File: src/rtl/fpga_uart_pkg.sv
// Shared types and constants for the FPGA UART receiver.
package fpga_uart_pkg;

    typedef enum logic [2:0] {
        IDLE,
        START,
        DATA,
        STOP,
        WAIT_HIGH
    } rx_state_t;

    localparam int         OS   = 16;
    localparam logic [3:0] S0   = 4'd7;
    localparam logic [3:0] S1   = 4'd8;
    localparam logic [3:0] S2   = 4'd9;
    localparam logic [3:0] LAST = 4'(OS - 1);

    // Clocks per oversample tick, never below one.
    function automatic int div_calc(input int clk_hz, input int baud);
        int d;
        d = clk_hz / (baud * OS);
        return (d < 1) ? 1 : d;
    endfunction

endpackage

File: src/rtl/fpga_uart_rx_fifo.sv
// Small registered byte FIFO with extra-MSB pointers for full/empty detection.
module fpga_uart_rx_fifo
    import fpga_uart_pkg::*;
#(
    parameter int DATA_W = 8,
    parameter int DEPTH  = 4
) (
    input  logic              clk,
    input  logic              rst,
    input  logic              push,
    input  logic [DATA_W-1:0] push_data,
    input  logic              pop,
    output logic [DATA_W-1:0] head_data,
    output logic              empty,
    output logic              full
);
    localparam int AW = $clog2(DEPTH);

    logic [DATA_W-1:0] mem [DEPTH];
    logic [AW:0]       wr_ptr;
    logic [AW:0]       rd_ptr;
    logic              do_pop;
    logic              do_push;

    assign empty     = (wr_ptr == rd_ptr);
    assign full      = (wr_ptr[AW] != rd_ptr[AW]) && (wr_ptr[AW-1:0] == rd_ptr[AW-1:0]);
    assign do_pop    = pop && !empty;
    // A pop in the same cycle frees the slot, so a full FIFO still accepts.
    assign do_push   = push && (!full || do_pop);
    assign head_data = empty ? '0 : mem[rd_ptr[AW-1:0]];

    always_ff @(posedge clk) begin
        if (rst) begin
            wr_ptr <= '0;
            rd_ptr <= '0;
        end else begin
            if (do_push) wr_ptr <= wr_ptr + 1'b1;
            if (do_pop)  rd_ptr <= rd_ptr + 1'b1;
        end
    end

    always_ff @(posedge clk) begin
        if (do_push) mem[wr_ptr[AW-1:0]] <= push_data;
    end

endmodule

File: src/rtl/fpga_uart_rx.sv
// 16x oversampling UART receiver with majority voting, framing check and
// a byte FIFO presented on a valid/ready interface.
module fpga_uart_rx
    import fpga_uart_pkg::*;
#(
    parameter int CLK_HZ     = 50000000,
    parameter int BAUD       = 115200,
    parameter int FIFO_DEPTH = 4
) (
    input  logic       CLK100MHZ,
    input  logic       ck_rst,
    input  logic       uart_rxd,
    output logic [7:0] rx_data,
    output logic       rx_valid,
    input  logic       rx_ready,
    output logic       frame_err,
    output logic       overrun,
    output logic       busy
);
    localparam int            DIV       = div_calc(CLK_HZ, BAUD);
    localparam int            CW        = (DIV > 1) ? $clog2(DIV) : 1;
    localparam logic [CW-1:0] TICK_LAST = CW'(DIV - 1);

    rx_state_t     state_q, state_d;
    logic          rx_meta, rxs;
    logic [CW-1:0] tick_cnt;
    logic          tick;
    logic [3:0]    t_q;
    logic [2:0]    bit_idx;
    logic          smp0, smp1;
    logic          maj;
    logic [7:0]    shreg;
    logic          push_req;
    logic          ferr_req;
    logic          fifo_empty;
    logic          fifo_full;

    assign tick     = (state_q != IDLE) && (tick_cnt == TICK_LAST);
    assign maj      = (smp0 & smp1) | (smp0 & rxs) | (smp1 & rxs);
    assign busy     = (state_q != IDLE);
    assign rx_valid = !fifo_empty;

    always_comb begin
        state_d  = state_q;
        push_req = 1'b0;
        ferr_req = 1'b0;
        case (state_q)
            IDLE: if (!rxs) state_d = START;
            START: begin
                if (tick && t_q == S2 && maj) state_d = IDLE;
                else if (tick && t_q == LAST) state_d = DATA;
            end
            DATA: if (tick && t_q == LAST && bit_idx == 3'd7) state_d = STOP;
            // Rearm at mid-stop so the next start edge is never missed.
            STOP: begin
                if (tick && t_q == S2) begin
                    if (maj) begin
                        push_req = 1'b1;
                        state_d  = IDLE;
                    end else begin
                        ferr_req = 1'b1;
                        state_d  = WAIT_HIGH;
                    end
                end
            end
            WAIT_HIGH: if (rxs) state_d = IDLE;
            default: state_d = IDLE;
        endcase
    end

    always_ff @(posedge CLK100MHZ) begin
        if (ck_rst) begin
            state_q   <= IDLE;
            rx_meta   <= 1'b1;
            rxs       <= 1'b1;
            tick_cnt  <= '0;
            t_q       <= '0;
            bit_idx   <= '0;
            frame_err <= 1'b0;
            overrun   <= 1'b0;
        end else begin
            state_q   <= state_d;
            rx_meta   <= uart_rxd;
            rxs       <= rx_meta;
            frame_err <= ferr_req;
            overrun   <= push_req && fifo_full && !rx_ready;
            if (state_q == IDLE || tick) tick_cnt <= '0;
            else                         tick_cnt <= tick_cnt + 1'b1;
            if (state_q == IDLE) t_q <= '0;
            else if (tick)       t_q <= t_q + 4'd1;
            if (state_q == START) bit_idx <= '0;
            else if (state_q == DATA && tick && t_q == LAST) bit_idx <= bit_idx + 3'd1;
        end
    end

    always_ff @(posedge CLK100MHZ) begin
        if (tick && t_q == S0) smp0 <= rxs;
        if (tick && t_q == S1) smp1 <= rxs;
        if (state_q == DATA && tick && t_q == S2) shreg <= {maj, shreg[7:1]};
    end

    fpga_uart_rx_fifo #(
        .DATA_W (8),
        .DEPTH  (FIFO_DEPTH)
    ) u_fifo (
        .clk       (CLK100MHZ),
        .rst       (ck_rst),
        .push      (push_req),
        .push_data (shreg),
        .pop       (rx_ready),
        .head_data (rx_data),
        .empty     (fifo_empty),
        .full      (fifo_full)
    );

endmodule

File: config.mk
export PLATFORM = sky130hd
export DESIGN_NAME = fpga_uart_rx
export DESIGN_NICKNAME = d
export VERILOG_FILES = /design/src/rtl/fpga_uart_pkg.sv /design/src/rtl/fpga_uart_rx_fifo.sv /design/src/rtl/fpga_uart_rx.sv
export SDC_FILE = /design/constraint.sdc
export NUM_CORES = 1
export LEC_CHECK = 0
export CAP_MARGIN = 10
export CORE_MARGIN = 4
export CORE_UTILIZATION = 49
export CTS_CLUSTER_SIZE = 14
export DETAILED_ROUTE_END_ITERATION = 8
export PLACE_DENSITY_LB_ADDON = 0.08
export SLEW_MARGIN = 20
export SYNTH_ARGS = -nofsm -noshare
export SYNTH_HDL_FRONTEND = slang
export SYNTH_SLANG_ARGS = --single-unit
export TNS_END_PERCENT = 100
File: constraint.sdc
create_clock -name CLK100MHZ -period 2.2 [get_ports CLK100MHZ]
set_input_delay 0.44 -clock CLK100MHZ [delete_from_list [all_inputs] [get_ports CLK100MHZ]]
set_output_delay 0.44 -clock CLK100MHZ [all_outputs]
set_load 0.02 [all_outputs]
After elaboration in Yosys (flattened, before gate mapping)
Memory sizes are Yosys's and may differ from the RTL's. A register that Yosys moved wholly into a read port is not among the register bits. Cells that the tools add are included. W data, S select, Z words.

$add $sub $neg: 5. $mul: 0. Divide/modulo/power cells: 0. Order comparisons: 0. Eq/ne operators: 18. Shift operators: 0. Muxes and demuxes: 17. Bitwise operators: 7. Reduce and logical (&&, ||, !) cells: 27.

Operators by type and width (number): $mux W3 (7); $logic_and A1 B1 Y1 (15); $pmux W3 S5 (1); $eq A4 B4 Y1 const B (3); $add A3 B1 Y3 const B (3); $mux W8 (1); $ne A2 B2 Y1 const B (4); $eq A3 B2 Y1 const B (2); $eq A3 B3 Y1 const B (2); $mux W1 (6); $reduce_or A2 Y1 (3); $add A5 B1 Y5 const B (1); $eq A5 B5 Y1 const B (1); $reduce_and A5 Y1 (1); $add A4 B1 Y4 const B (1); $eq A4 B3 Y1 const B (1); $mux W2 (2); $and A1 B1 Y1 (3); $eq A3 B1 Y1 const B (1); $eq A3 B3 Y1 (1); $logic_not A1 Y1 (3); $logic_not A3 Y1 (1); $ne A3 B3 Y1 const B (1); $reduce_bool A3 Y1 (1); other kinds (6) (9).

Flip-flop bits (word level): 35. Bits in latches: 0. Memory bits (writable): 32. ROM bits: 0. Input bits: 4. Output and inout bits: 12. Word-level logic and storage cells: 88. Memories kept: 1.

Memories: u_fifo.mem (depth 4, width 8, read ports 1, clocked after memory_dff 1, wr ports 1, line fpga_uart_rx_fifo.sv:19) `logic [DATA_W-1:0] mem [DEPTH];`.

Depth between registers and ports, before layout
Depth after elaboration: 9. Mapped depth: 7. Gate-level depth less buffers: 6.

Modules after synthesis
A second synthesis with hierarchy kept.

Cells, all modules: 221. Area, all modules: 2959.1 um^2.

Modules (own cells, without submodules): fpga_uart_rx_fifo (times used 1, cells each 104, area each 1707.9 um^2, sequential area each 1121.1 um^2); fpga_uart_rx (times used 1, cells each 117, area each 1251.2 um^2, sequential area each 680.7 um^2).

Worst setup path after synthesis
No wires, ideal clock.

Path kind: reg-to-reg. Start point: register tick_cnt[0]. End point: memory u_fifo.mem[3][0], enable pin. Library setup time: 0.383 ns. Arrival: 1.888 ns. Required time: 1.817 ns. Path slack: -0.071 ns. Cell stages (with the launch flop): 7. Path buffers: 1. Period minus slack after synthesis: 2.271 ns. Cells stage by stage: dfxtp_1 -> inv_1 -> ha_1 -> nand4b_4 -> or3_1 -> buf_2 -> nor3_1.

Cells in the longest elaborated chain, start to end: 8.

Ends and longest elaborated chain: start, declared (line fpga_uart_rx.sv:26) `logic [CW-1:0] tick_cnt;`; start signal, assigned (line fpga_uart_rx.sv:88) `else tick_cnt <= tick_cnt + 1'b1;`; $eq A5 B5 Y1 (line fpga_uart_rx.sv:38) `assign tick = (state_q != IDLE) && (tick_cnt == TICK_LAST);`; $logic_and A1 B1 Y1 (line fpga_uart_rx.sv:38); $logic_and A1 B1 Y1 (line fpga_uart_rx.sv:56) `if (tick && t_q == S2) begin`; $mux W1 (line fpga_uart_rx.sv:56); $mux W1 (line fpga_uart_rx.sv:47) `case (state_q)`; $logic_and A1 B1 Y1 (line fpga_uart_rx_fifo.sv:29) `assign do_push = push && (!full || do_pop);`; $mux W1 (line fpga_uart_rx_fifo.sv:43) `if (do_push) mem[wr_ptr[AW-1:0]] <= push_data;`; $mux W1 (not written as such) (line fpga_uart_rx_fifo.sv:43); end, declared (line fpga_uart_rx_fifo.sv:19).

No other way between the ends.

==> results.toml <==
[clock_network]
cts.clk_slew.worst_paths_ps = 70
cts-hold-fix-buffers = 0
tritoncts_clock_tree = "built"
cts_inserted_buffers = 9
cts_max_path_buffers = 2
clock_latency_ps = 340
clock-sinks = 69
cts_htree_levels = 3
cts_root_buffer = "sky130_fd_sc_hd__clkbuf_8"

[timing]
final.hold.worst_slack_ps = 421
finClkSkew_ps = 6.57
setup_tns_ps = 0
maxClockFrequency_ghz = 0.468
rsz_0062_raised_after_global_routing = "false"
finalSetupViolations = 0
worst_pin_slew_ps = 589
layout_setup_ws_ps = 61.4
maxSlewViolCount = 0
slew_headroom_pct = 60.6
fin_crit_sh_pct = 97.2
fin_crit_ps = 2140
finalHoldViolations = 0

[die]
io_pins = 16
core-area_sq_um = 5640
placement_rows = 27
dieHeight_um = 85.1
dieWidth_um = 85.1
initial_utilization_pct = 51.6
dieArea_sq_um = 7240

[placed_design]
port_buffers = 15
dp_hpwl_mm = 3.60
place_congestion = 0.866
placed_area_sq_um = 3370
pre_cts_slack_ps = -343
dp_cells = 322

[global_routing]
groute.layer.met2.usage_pct = 26.1
global_route.overflow_total = 0
number_of_global_route_vias_before_repair = 1807
met1_resource_use_gr_pct = 16.2
pin_count_of_the_biggest_net_entering_global_routing = 19
grt_antenna_before_repair = 0
routing_layer_with_the_top_usage_in_global_route = "met2"
track_usage_pct = 15.0
grt_util_met3_pct = 3.30
wire_length_of_the_first_global_routing_pass_mm = 8.32

[critical_path]
worst_path_largest_cell_delay_ps = 480
worst_ep_arrival_time_ps = 1700
crit_path_cell_trace = "buf_12 -> mux4_2 -> nor2b_1 -> clkdlybuf4s15_2"
worst_setup_path_start_kind = "register"
crit_path_end_kind = "output pin"
critical-path-slowest-cell = "sky130_fd_sc_hd__mux4_2"
required_ps = 1760
cp_max_fo = 6
worst-setup-path-type = "reg2out"

[run]
max_cap_check_violation_count = 0

[synth]
ys_warn_count = 0
synth_top_flop_cell = "sky130_fd_sc_hd__edfxtp_1"
synth-seq-cells = 69
synth.cell_area_sq_um = 2910
post_synth_inst_count = 213
yosysSeqAreaShare_pct = 61.9
net_count_after_synthesis = 229
ys_types = 44
synth_enable_flop_cells = 42
post_synth.cell_area_avg_sq_um = 13.7
synth-async-reset-ratio_pct = 0

[final_layout]
antenna_cells = 0
drive_gt1_share_pct = 27.3
finalInstanceArea_sq_um = 3590
area_delta_synth_final_pct = 23.4
fin_nets = 278
final_cells = 339

[hold_path]
timing.hold.worst.class = "reg2reg"

[power]
power_density_nw_per_um2 = 677
power.static_leakage_nw = 1.34
ir_drop_uv = 386

[outcome]
result_of_the_run = "completed"

[route]
drt-pass1-iter-count = 6
vias = 1767
routed_wire_length_per_instance_um = 14.7
drt-vias-per-instance = 5.21
drt.antenna.violating_nets = 0
drt_first_iter_violations = 70
drt_wl_total_mm = 5.00
route.detailed.drc = 0
==> cell usage in the layout (no fill, tap or decap), drive strengths merged, types with 6 or more instances in the layout <==
cell / count
dfxtp: 27
nor2b: 9
nor3: 7
inv: 12
ha: 12
xor2: 9
buf: 37
mux4: 8
clkbuf: 11
nand2: 6
nor2: 18
edfxtp: 42
==> synthesized netlist by cell type (2+ instances only) <==
cell type	instances	share of area (%)
sky130_fd_sc_hd__nand2b_1	5	1.1
sky130_fd_sc_hd__a21oi_1	3	0.52
sky130_fd_sc_hd__mux4_2	8	6.2
sky130_fd_sc_hd__xnor2_1	3	0.90
sky130_fd_sc_hd__and2_1	3	0.64
sky130_fd_sc_hd__ha_1	12	5.2
sky130_fd_sc_hd__edfxtp_1	42	43
sky130_fd_sc_hd__o31ai_1	4	1.0
sky130_fd_sc_hd__xor2_1	9	2.7
sky130_fd_sc_hd__nor2b_1	9	1.9
sky130_fd_sc_hd__nand2_1	6	0.77
sky130_fd_sc_hd__nor3_1	7	1.2
sky130_fd_sc_hd__nor2_1	18	2.3
sky130_fd_sc_hd__inv_1	9	1.2
sky130_fd_sc_hd__or4_1	2	0.52
sky130_fd_sc_hd__or3_1	3	0.64
sky130_fd_sc_hd__clkbuf_1	6	0.77
sky130_fd_sc_hd__nand3b_1	3	0.77
sky130_fd_sc_hd__nand3_1	5	0.86
sky130_fd_sc_hd__or2_2	2	0.43
sky130_fd_sc_hd__and4b_1	2	0.69
sky130_fd_sc_hd__dfxtp_1	27	19
sky130_fd_sc_hd__mux2i_1	4	1.4
==> critical path: cells and delay by family (launching register included) <==
kind / cells / cell delay [ps]
buffers and inverters: 2 / 380
flip-flops: 1 / 360
multiplexers: 1 / 480
AND/OR/NAND/NOR: 1 / 140
==> per-layer routing <==
metal	routed length [um]	vias up
li1	-	875
met1	2050	849
met2	2620	29
met3	167	14
met4	152	0
met5	0	-
==> timing repair <==
action / CTS / global route
endpoints found under the setup margin: 18 / 6
buffers inserted: 1 / 0
resized for setup: 32 / 6
pin swaps: 1 / 0
==> report_power, final <==
group          switching, mW  internal, mW
sequential           0.00750          1.36
combinational         0.0325        0.0271
clock                  0.487         0.517
total                  0.527          1.90
==> state kept, by name, indices dropped and copies added (netlist names), named ones only <==
signal         cells
rx_meta            1
u_fifo.rd_ptr      3
overrun            1
frame_err          1
smp1               1
shreg              8
smp0               1
t_q                4
rxs                1
u_fifo.wr_ptr      3
tick_cnt           5
u_fifo.mem        32
state_q            3
bit_idx            3
==> final cells by class <==
type	instances	area (sq um)
fill	408	2050
timing repair buffer	46	382
inverter	9	33.8
tap	72	90.1
sequential	69	1800
clock inverter	5	38.8
multi-input combinational	127	1080
clock buffer	11	163
==> final timing paths <==
path         depth (start not counted)               end  slack [ps]        start
max reg2reg                          6  u_fifo.mem[0][4]         100  tick_cnt[1]
min                                  1               rxs         420      rx_meta
min reg2reg                          1               rxs         420      rx_meta
max                                  4        rx_data[2]          60     register
==> cells by family (layout without fill, tap and decap cells) <==
| logic type | Yosys count | after routing | synth area share [%] |
|---|---|---|---|
| adders and majority gates | 13 | 13 | 5.50 |
| muxes | 13 | 13 | 7.95 |
| and+or+nand+nor | 72 | 72 | 14.6 |
| AOI/OAI and AO/OA | 17 | 17 | 4.17 |
| buffers and inverters | 17 | 71 | 2.24 |
| xor gates and xnor gates | 12 | 12 | 3.61 |
| DFF | 69 | 69 | 61.9 |
==> through the flow <==
stage | util, % | power [mW]
after floorplan | - | 1.43
after global placement | 59.8 | 1.46
after detailed placement | 59.8 | 1.46
after CTS | 64.2 | 2.46
after global routing | 63.7 | 2.52
final | 63.7 | 2.43
Note: power is estimated with default switching activity, not from simulation.
